`src/rtl/uart_transmitter.sv`:
```
// Buffered 8N1 UART transmitter: FIFO-fed, first start bit one cycle after accept into an idle, empty buffer.
// data_out_ready drops while the buffer is full and stays low even on a cycle that pops.
module uart_transmitter #(
  parameter int unsigned CLOCK_FREQUENCY = 50_000_000,
  parameter int unsigned BAUD_RATE       = 31_250,
  parameter int unsigned FIFO_DEPTH      = 4
) (
  input  logic       clock_50_000_000,
  input  logic       reset,
  input  logic [7:0] data_out,
  input  logic       data_out_valid,
  output logic       data_out_ready,
  output logic       uart_tx,
  output logic       busy
);

  localparam int unsigned CLOCKS_PER_BIT = CLOCK_FREQUENCY / BAUD_RATE;
  localparam int unsigned CNT_W  = (CLOCKS_PER_BIT < 2) ? 1 : $clog2(CLOCKS_PER_BIT);
  localparam int unsigned PTR_W  = (FIFO_DEPTH < 2) ? 1 : $clog2(FIFO_DEPTH);
  localparam int unsigned FCNT_W = $clog2(FIFO_DEPTH + 1);

  if (CLOCKS_PER_BIT < 2) begin : g_bad_rate
    $error("uart_transmitter: CLOCK_FREQUENCY / BAUD_RATE must be at least 2");
  end
  if (FIFO_DEPTH < 2 || (FIFO_DEPTH & (FIFO_DEPTH - 1)) != 0) begin : g_bad_depth
    $error("uart_transmitter: FIFO_DEPTH must be a power of two >= 2");
  end

  typedef enum logic [1:0] {IDLE, START, DATA, STOP} state_t;

  state_t            state, state_nxt;
  logic [CNT_W-1:0]  bit_cnt, bit_cnt_nxt;
  logic [2:0]        bit_idx, bit_idx_nxt;
  logic [7:0]        shift_reg, shift_nxt;
  logic              tx_nxt;
  logic              bit_end;

  logic [7:0]        mem [FIFO_DEPTH];
  logic [PTR_W-1:0]  wr_ptr, rd_ptr;
  logic [FCNT_W-1:0] count, count_nxt;
  logic              full, empty, push, pop;

  assign full           = (count == FCNT_W'(FIFO_DEPTH));
  assign empty          = (count == '0);
  assign data_out_ready = !full;
  assign push           = data_out_valid && !full && !reset;
  assign bit_end        = (bit_cnt == CNT_W'(CLOCKS_PER_BIT - 1));

  always_comb begin
    state_nxt   = state;
    bit_cnt_nxt = bit_cnt;
    bit_idx_nxt = bit_idx;
    shift_nxt   = shift_reg;
    pop         = 1'b0;
    case (state)
      IDLE: begin
        if (!empty) begin
          pop         = 1'b1;
          shift_nxt   = mem[rd_ptr];
          bit_cnt_nxt = '0;
          state_nxt   = START;
        end
      end
      START: begin
        if (bit_end) begin
          bit_cnt_nxt = '0;
          bit_idx_nxt = 3'd0;
          state_nxt   = DATA;
        end else begin
          bit_cnt_nxt = bit_cnt + CNT_W'(1);
        end
      end
      DATA: begin
        if (bit_end) begin
          bit_cnt_nxt = '0;
          if (bit_idx == 3'd7) state_nxt = STOP;
          else                 bit_idx_nxt = bit_idx + 3'd1;
        end else begin
          bit_cnt_nxt = bit_cnt + CNT_W'(1);
        end
      end
      STOP: begin
        if (bit_end) begin
          bit_cnt_nxt = '0;
          // Chain straight into the next start bit so queued frames leave no idle gap.
          if (!empty) begin
            pop       = 1'b1;
            shift_nxt = mem[rd_ptr];
            state_nxt = START;
          end else begin
            state_nxt = IDLE;
          end
        end else begin
          bit_cnt_nxt = bit_cnt + CNT_W'(1);
        end
      end
      default: state_nxt = IDLE;
    endcase

    // Line level is computed from the next state so uart_tx is a clean flop output.
    case (state_nxt)
      START:   tx_nxt = 1'b0;
      DATA:    tx_nxt = shift_nxt[bit_idx_nxt];
      default: tx_nxt = 1'b1;
    endcase

    case ({push, pop})
      2'b10:   count_nxt = count + FCNT_W'(1);
      2'b01:   count_nxt = count - FCNT_W'(1);
      default: count_nxt = count;
    endcase
  end

  always_ff @(posedge clock_50_000_000) begin
    if (reset) begin
      state     <= IDLE;
      bit_cnt   <= '0;
      bit_idx   <= 3'd0;
      shift_reg <= 8'h00;
      uart_tx   <= 1'b1;
      busy      <= 1'b0;
      wr_ptr    <= '0;
      rd_ptr    <= '0;
      count     <= '0;
    end else begin
      state     <= state_nxt;
      bit_cnt   <= bit_cnt_nxt;
      bit_idx   <= bit_idx_nxt;
      shift_reg <= shift_nxt;
      uart_tx   <= tx_nxt;
      busy      <= (state_nxt != IDLE) || (count_nxt != '0);
      count     <= count_nxt;
      if (push) wr_ptr <= wr_ptr + PTR_W'(1);
      if (pop)  rd_ptr <= rd_ptr + PTR_W'(1);
    end
  end

  always_ff @(posedge clock_50_000_000) begin
    if (push) mem[wr_ptr] <= data_out;
  end

endmodule

```
`config.mk`:
```
export PLATFORM = sky130hd
export DESIGN_NAME = uart_transmitter
export DESIGN_NICKNAME = d
export VERILOG_FILES = /design/src/rtl/uart_transmitter.sv
export SDC_FILE = /design/constraint.sdc
export NUM_CORES = 1
export LEC_CHECK = 0
export ABC_CLOCK_PERIOD_IN_PS = 4800
export BUFFER_PORTS_ARGS = -buffer_cell sky130_fd_sc_hd__buf_2
export CAP_MARGIN = 20
export CORE_UTILIZATION = 35
export CTS_CLUSTER_SIZE = 16
export DETAILED_ROUTE_END_ITERATION = 16
export PLACE_DENSITY_LB_ADDON = 0.3
export SETUP_SLACK_MARGIN = 0.4
export SLEW_MARGIN = 0
export SYNTH_ARGS = -nofsm -noshare
export SYNTH_HDL_FRONTEND = slang
export SYNTH_SLANG_ARGS = --single-unit
```
`constraint.sdc`:
```
create_clock -name clock_50_000_000 -period 4.8 [get_ports clock_50_000_000]
set_input_delay 0.96 -clock clock_50_000_000 [delete_from_list [all_inputs] [get_ports clock_50_000_000]]
set_output_delay 0.96 -clock clock_50_000_000 [all_outputs]
set_load 0.02 [all_outputs]
```
==> impl_metrics.tcl <==
set metrics [dict create \
    stdcell_area_um2 3430 \
    final_cells 388 \
    holdWs_ns 0.479 \
    initial_utilization 0.369 \
    cts_resized 0 \
    synth_top_area_cell "edfxtp_1" \
    yosys.area_share.adder 0.0551 \
    area_growth_pct 11.1 \
    ioPinCount 14 \
    setup_ws_ns 1.69 \
    fin_skew_ns 0.0129 \
    first_pass_iters 4 \
    grt_usage 0.138 \
    die-area_um2 9210 \
    tritoncts "built" \
    clock_path_buffers 2 \
    die_w_um 96.0 \
    drt-vias-per-instance 5.22 \
    finalCritPeriodShare 0.647 \
    synth_compound_area_frac 0.119 \
    clock_sinks 67 \
    synthSimpleGateAreaFrac 0.157 \
    synth_top_area_frac 0.311 \
    slew-limit-headroom 0.631 \
    setup_viol 0 \
    pwr_density_cell_nw_per_um2 488 \
    postRouteAntennaNets 0 \
    synth_cell_type_count 54 \
    numCtsBuffers 9 \
    dpl_worst_slack_ns 1.71 \
    route.vias.total 2027 \
    drt_iter0_markers 59 \
    critPathArrivalTime_ns 3.32 \
    yosys_warnings 0 \
    dp.cells 372 \
    syn_nets 287 \
    rsz0062_at_grt "no" \
    cts_max_level 3 \
    worstMarginPinSlew_ns 0.552 \
    avgRoutedWirePerCell_um 14.6 \
    die_y_um 96.0 \
    synth_top_family_by_area "simple AND/OR/NAND/NOR gates" \
    grt_pass1_vias 1943 \
    gp_congestion 0.816 \
    timing.final.crit_period_ns 3.11 \
    drv_cap 0 \
    cts-root-buf "clkbuf_8" \
    synth_area_leaders "edfxtp_1 (31%), dfxtp_1 (23%), mux4_2 (5.8%)" \
    syn_area_per_cell_um2 11.8 \
    yosysMostFrequentCell "dfxtp_1" \
    ys_seq_elements 67 \
    reg2reg_slack_ns 1.69 \
    clk_pin_slew_ns 0.08 \
    max_freq_mhz 322 \
    required_ns 5.01 \
    place_hpwl_mm 4.06 \
    clk-insertion-delay-late_ns 0.35 \
    finalWirelength_mm 5.67 \
    drv_slew 0 \
    synth_edf_count 32 \
    worstPathMaxFanout 9 \
    io_buffers 13 \
    synthCells 263 \
    ys_async_sr_fraction 0 \
    diodes 0 \
    hold_viol 0 \
    end_kind "flop" \
    min_path_type "flop to flop" \
    grt_pass1_wl_mm 9.20 \
    rows 33 \
    finalSetupTns_ns 0 \
    criticalPathCategory "flop to flop" \
    total_power_mw 1.68 \
    grt_overflow 0 \
    drive_gt1_frac 0.177 \
    core_area_um2 8380 \
    synth.area.mux_share 0.0583 \
    post-route-util 0.410 \
    final_nets 302 \
    postCtsHoldBufs 0 \
    syn_area_um2 3090 \
    ys.flop_type "dfxtp_1" \
    synth_xor_area_frac 0.0425 \
    outcome "finished clean" \
    post-cts-setup-buffers 0 \
    yosys-top-cells-count "dfxtp_1 (35), edfxtp_1 (32), nor2_1 (26), nand2_1 (19)" \
    antenna_found_initial 0 \
    critPathLaunchType "flop" \
    largest_reg_flops 32 \
    power_leakage_nw 1.20 \
    drc 0 \
    irDropWorstVdd_v 0.000201 \
    postPlaceCellArea_um2 3240 \
    ys_seq_area_frac 0.538 \
    grt_max_degree 26 \
]
-- layer usage --
metal	routed length (µm)	vias up	global-route usage
met5	0	-	0
met4	110	0	0.0672
met3	204	12	0.0348
met2	2690	38	0.223
met1	2660	983	0.172
li1	-	994	-
-- where the power goes --
| part | switching, mW | internal [mW] |
|---|---|---|
| Clock | 0.246 | 0.202 |
| Sequential | 0.0537 | 0.678 |
| Combinational | 0.286 | 0.210 |
| Total | 0.586 | 1.09 |
-- area by class of cell --
cell class,instances,area [µm²]
fill,799,4950
sequential,67,1660
multi-input combinational,174,1340
tap,105,131
clock buffer,9,124
clock inverter,7,67.6
timing repair buffer,13,65.1
inverter,13,48.8
-- worst paths after layout --
check | depth (start not counted) | start | to
setup / recovery | 12 | bit_cnt[0]$_SDFFE_PP0P_ | busy$_SDFF_PP0_
hold / removal | 2 | bit_cnt[1]$_SDFFE_PP0P_ | bit_cnt[1]$_SDFFE_PP0P_
setup reg to reg | 12 | bit_cnt[0]$_SDFFE_PP0P_ | busy$_SDFF_PP0_
hold reg to reg | 2 | bit_cnt[1]$_SDFFE_PP0P_ | bit_cnt[1]$_SDFFE_PP0P_
-- logic make-up after synthesis --
kind of cell / Yosys count
DFF: 67
muxes: 8
buffers and inverters: 22
and+or+nand+nor: 86
xor gates and xnor gates: 15
AOI/OAI and AO/OA: 52
adders and majority gates: 13
-- worst max-delay path: stages (launching register included) --
cell and delay, ns:
dfxtp_1 0.37, ha_1 0.20, nor4b_4 0.40, a41o_1 0.28, and2b_1 0.33, ha_1 0.24
inv_1 0.06, fa_1 0.37, xnor2_1 0.23, xnor2_1 0.15, nand3_1 0.08, o21ai_0 0.16
a31oi_1 0.09
-- cells in the final DEF (no fill, tap or decap), drive strengths merged, types with 2 or more instances in the layout --
cell,count
nor2,27
nand2,19
xnor2,4
clkbuf,9
and2,7
edfxtp,32
mux4,8
a22oi,2
a2bb2oi,2
o211ai,5
dfxtp,35
nand4,5
buf,13
inv,18
nor4b,2
a31oi,7
a22o,2
ha,12
a211oi,5
or3,4
nand2b,2
nand3,4
a21oi,13
o21ai,6
or2,2
and3,6
xor2,11
nor2b,3
Note: power is estimated with default switching activity, not from simulation.
